--- config.mk ---
export PLATFORM = sky130hd
export DESIGN_NAME = demux4bit_stream
export DESIGN_NICKNAME = d
export VERILOG_FILES = /design/src/rtl/demux4bit_stream.sv
export SDC_FILE = /design/constraint.sdc
export NUM_CORES = 1
export LEC_CHECK = 0
export CAP_MARGIN = 5
export CORE_MARGIN = 2
export CORE_UTILIZATION = 30
export DETAILED_ROUTE_END_ITERATION = 6
export HOLD_SLACK_MARGIN = 0.02
export SYNTH_ARGS = -nofsm -noshare
export SYNTH_HDL_FRONTEND = slang
export SYNTH_SLANG_ARGS = --single-unit
--- constraint.sdc ---
create_clock -name clk -period 2.25 [get_ports clk]
set_input_delay 0.3375 -clock clk [delete_from_list [all_inputs] [get_ports clk]]
set_output_delay 0.3375 -clock clk [all_outputs]
set_load 0.02 [all_outputs]
--- src/rtl/demux4bit_stream.sv ---
// demux4bit_stream: registered 1-to-4 demultiplexer for the ALU result path.
// It routes one input word to one lane, or to all four lanes when bcast is set.
// Each lane is a one-entry output register with a valid/ready handshake.
// A lane that is full and being drained this cycle counts as free. A new word
// can therefore pass straight through without a bubble.
module demux4bit_stream #(
    parameter int WIDTH = 4,
    parameter int CNT_W = 8
) (
    input  logic             clk,
    input  logic             rst_n,
    input  logic [WIDTH-1:0] in_data,
    input  logic             s1,
    input  logic             s2,
    input  logic             bcast,
    input  logic             in_valid,
    output logic             in_ready,
    output logic [WIDTH-1:0] out_data0,
    output logic [WIDTH-1:0] out_data1,
    output logic [WIDTH-1:0] out_data2,
    output logic [WIDTH-1:0] out_data3,
    output logic [3:0]       out_valid,
    input  logic [3:0]       out_ready,
    output logic [CNT_W-1:0] lane_cnt0,
    output logic [CNT_W-1:0] lane_cnt1,
    output logic [CNT_W-1:0] lane_cnt2,
    output logic [CNT_W-1:0] lane_cnt3,
    output logic             busy
);

    typedef enum logic {
        EMPTY = 1'b0,
        FULL  = 1'b1
    } lane_state_e;

    lane_state_e      state_q [4];
    lane_state_e      state_d [4];
    logic [WIDTH-1:0] data_q  [4];
    logic [WIDTH-1:0] data_d  [4];
    logic [CNT_W-1:0] cnt_q   [4];
    logic [CNT_W-1:0] cnt_d   [4];

    logic [1:0] sel;
    logic [3:0] free;
    logic [3:0] deliver;
    logic [3:0] write_en;
    logic       accept;

    // Handshake decode: lane free flags, in_ready (held low in reset), accept and per-lane write enables
    always_comb begin
        sel      = {s2, s1};
        free     = '0;
        deliver  = '0;
        write_en = '0;
        for (int i = 0; i < 4; i++) begin
            free[i]    = (state_q[i] == EMPTY) | out_ready[i];
            deliver[i] = (state_q[i] == FULL) & out_ready[i];
        end
        if (bcast) begin
            in_ready = rst_n & (&free);
        end else begin
            in_ready = rst_n & free[sel];
        end
        accept = in_valid & in_ready;
        for (int i = 0; i < 4; i++) begin
            write_en[i] = accept & (bcast | (sel == 2'(i)));
        end
    end

    // Per-lane next state, data and delivered-word counter
    always_comb begin
        for (int i = 0; i < 4; i++) begin
            state_d[i] = state_q[i];
            data_d[i]  = data_q[i];
            cnt_d[i]   = cnt_q[i];
            case (state_q[i])
                EMPTY: begin
                    if (write_en[i]) begin
                        state_d[i] = FULL;
                    end
                end
                FULL: begin
                    if (out_ready[i] && !write_en[i]) begin
                        state_d[i] = EMPTY;
                    end
                end
                default: state_d[i] = EMPTY;
            endcase
            if (write_en[i]) begin
                data_d[i] = in_data;
            end
            if (deliver[i]) begin
                cnt_d[i] = cnt_q[i] + 1'b1;
            end
        end
    end

    // Lane registers; reset discards any held word and clears the counters immediately
    always_ff @(posedge clk or negedge rst_n) begin
        if (!rst_n) begin
            for (int i = 0; i < 4; i++) begin
                state_q[i] <= EMPTY;
                data_q[i]  <= '0;
                cnt_q[i]   <= '0;
            end
        end else begin
            for (int i = 0; i < 4; i++) begin
                state_q[i] <= state_d[i];
                data_q[i]  <= data_d[i];
                cnt_q[i]   <= cnt_d[i];
            end
        end
    end

    // Output mapping from lane registers
    always_comb begin
        for (int i = 0; i < 4; i++) begin
            out_valid[i] = (state_q[i] == FULL);
        end
        busy      = (state_q[0] == FULL) | (state_q[1] == FULL) |
                    (state_q[2] == FULL) | (state_q[3] == FULL);
        out_data0 = data_q[0];
        out_data1 = data_q[1];
        out_data2 = data_q[2];
        out_data3 = data_q[3];
        lane_cnt0 = cnt_q[0];
        lane_cnt1 = cnt_q[1];
        lane_cnt2 = cnt_q[2];
        lane_cnt3 = cnt_q[3];
    end

endmodule
==> flow_summary.json <==
{
  "synth_edf_count": 0,
  "cts_tree": "done",
  "busiest_layer": "met2",
  "drc": 0,
  "relSlewSlack": 0.560,
  "worstSetupStartpointType": "flop",
  "die_area_um2": 8120,
  "r2r_end": "out_data3[1]$_DFFE_PN0P_",
  "setup-violations-final": 0,
  "crit_slowest_cell": "clkdlybuf4s50_1",
  "status": "complete, no violations",
  "first_global_vias": 1607,
  "yosysMostFrequentCell": "dfrtp_1",
  "synth_top_family_by_area": "simple AND/OR/NAND/NOR gates",
  "yosysWarnings": 0,
  "cp_top_family": "buffers and inverters",
  "syn_to_final_growth_pct": 43.8,
  "routed_wl_um": 4520,
  "instances_no_fill": 349,
  "fill_cells": 705,
  "slew_violations": 0,
  "post_cts_buffers": 0,
  "synth_area_um2": 2230,
  "cts_buffers": 5,
  "ys_types": 28,
  "ctsResizeCount": 1,
  "clock-sinks": 52,
  "grt_max_degree": 53,
  "nets": 268,
  "antenna_found_initial": 0,
  "ir_drop_v": 0.000500,
  "critPathKind": "flop to primary output",
  "wl_per_cell_um": 13.0,
  "grtUsageTotal": 0.119,
  "io_buffers": 67,
  "start_util": 0.309,
  "maxCapViolations": 0,
  "finalHoldViolCount": 0,
  "yosys.area_share.simple": 0.142,
  "worst_pin_slew_ps": 660,
  "core_region_area_um2": 7210,
  "path_cells": "or4_1 -> clkdlybuf4s50_1",
  "fin_skew_ps": 3.36,
  "cts-htree-levels": 2,
  "synth_top_area_frac": 0.585,
  "synth.area.mux_share": 0.101,
  "path_clk_slew_ps": 90,
  "grt_overflow": 0,
  "synthCells": 164,
  "hold-worst-slack_ps": 241,
  "syn_avg_cell_area_um2": 13.6,
  "crit_arrival_ps": 1860,
  "synthFlopType": "dfrtp_1",
  "grt.met1_usage": 0.165,
  "die_w_um": 90.1,
  "placed_cells": 342,
  "grt_pass1_wl_um": 7850,
  "io_pins": 68,
  "endpoint_kind": "primary output",
  "gp_routability_congestion": 0.726,
  "synthTopCellsByCount": "52 x dfrtp_1, 17 x xnor2_1, 16 x mux2_2",
  "synth_compound_area_frac": 0.0365,
  "cts_root_buf": "clkbuf_8",
  "die_h_um": 90.1,
  "cp_num_buf_inv": 1,
  "drtPass1Iterations": 3,
  "vias": 1525,
  "rsz0062_at_grt": "false",
  "use_met3": 0.0377,
  "n_antenna_cell": 0,
  "cts_buffer_depth": 2,
  "vias_per_cell": 4.37,
  "synth.net_count": 182,
  "ant_nets": 0,
  "powerDensity_nw_per_um2": 990,
  "min_period_ps": 2200,
  "worst-path-max-fanout": 4,
  "p_leak_nw": 1.43,
  "ys_seq_area_frac": 0.585,
  "dp_hpwl_um": 3420,
  "drtIter0Drc": 32,
  "critPathRequiredTime_ps": 1910,
  "dp_slack_ps": -109,
  "reg2reg_depth": 7,
  "synth.ff_latch_count": 52,
  "insertion_delay_ps": 300,
  "core.rowCount": 31,
  "r2r_start": "out_valid[1]$_DFF_PN0_",
  "fin_tns_setup_ps": 0,
  "drive_above_1_share": 0.184,
  "ys_async_sr_fraction": 1.00,
  "grt_use_met2": 0.182,
  "fmax_mhz": 455,
  "synth_xor_area_frac": 0.110,
  "final.period_utilization": 0.977,
  "slowest_delay_ps": 580,
  "synthTopCellsByArea": "dfrtp_1 58%, mux2_2 8.1%, xnor2_1 6.7%, xor2_1 4.3%, and3_1 2.8%",
  "r2r_setup_slack_ps": 340,
  "fin_ws_ps": 52.1,
  "synth_top_area_cell": "dfrtp_1",
  "hold_buffers": 0,
  "hold_path.class": "primary input to asynchronous set/reset pin",
  "synthAdderAreaFrac": 0.0225
}
==> layer usage <==
layer	routed length, um	share of wire
met1	2190	0.48
met3	238	0.053
met2	2060	0.45
met4	38	0.0084
met5	0	0
==> how the worst max path moves through the flow <==
stage                                     to                    from  depth (start not counted)
finish                                  busy  out_valid[3]$_DFF_PN0_                          2
global route                            busy  out_valid[3]$_DFF_PN0_                          2
floorplan           out_data3[0]$_DFFE_PN0P_  out_valid[1]$_DFF_PN0_                          5
CTS                                     busy  out_valid[3]$_DFF_PN0_                          2
detailed placement  out_data3[1]$_DFFE_PN0P_                      s1                          8
global placement                    in_ready            out_ready[1]                          6
==> logic make-up after synthesis <==
logic type / count (synthesis)
adders and majority gates: 4
and+or+nand+nor: 49
AOI/OAI and AO/OA: 9
xor gates and xnor gates: 28
DFF: 52
buffers and inverters: 2
muxes: 20
==> where the power goes <==
| group | internal [mW] | total, mW | switching [mW] |
|---|---|---|---|
| Clock | 0.274 | 0.561 | 0.287 |
| Sequential | 1.17 | 1.39 | 0.219 |
| Combinational | 0.647 | 1.22 | 0.568 |
| Total | 2.09 | 3.17 | 1.07 |
==> through the flow <==
| stage | util | instance area, um^2 | power (mW) |
|---|---|---|---|
| 4_1_cts | 0.444 | 3200 | 3.23 |
| 3_5_place_dp | 0.430 | 3110 | 2.64 |
| 2_1_floorplan | - | 2230 | 1.99 |
| 6_report | 0.444 | 3200 | 3.17 |
| 3_3_place_gp | 0.430 | 3110 | 2.63 |
| 5_1_grt | 0.444 | 3200 | 3.38 |
==> state kept, by name (all words and copies together), names as in the netlist <==
| name | flops |
|---|---|
| lane_cnt0 | 8 |
| out_data0 | 4 |
| out_data2 | 4 |
| out_data3 | 4 |
| lane_cnt2 | 8 |
| out_valid | 4 |
| lane_cnt3 | 8 |
| lane_cnt1 | 8 |
| out_data1 | 4 |
==> area by class of cell <==
class	count	area, um^2	area share
clock buffers	7	96.3	0.0301
inverters	2	7.51	0.00235
multi-input cells	110	917	0.287
flip-flops and latches	52	1300	0.407
well taps	99	124	0.0387
repair buffers	79	754	0.236
==> cell usage in the layout, fill, tap and decap left out, drive strengths merged, types with 2 or more instances in the layout <==
cell type	n
mux2	20
nor3	3
o21bai	2
o21ai	4
nand2	10
and2	2
and3	10
clkbuf	7
xor2	11
inv	2
xnor2	17
or2	2
nor2b	3
nor2	3
ha	4
clkdlybuf4s50	65
buf	13
nand3	11
dfrtp	52
Note: power is estimated with default switching activity, not from simulation.
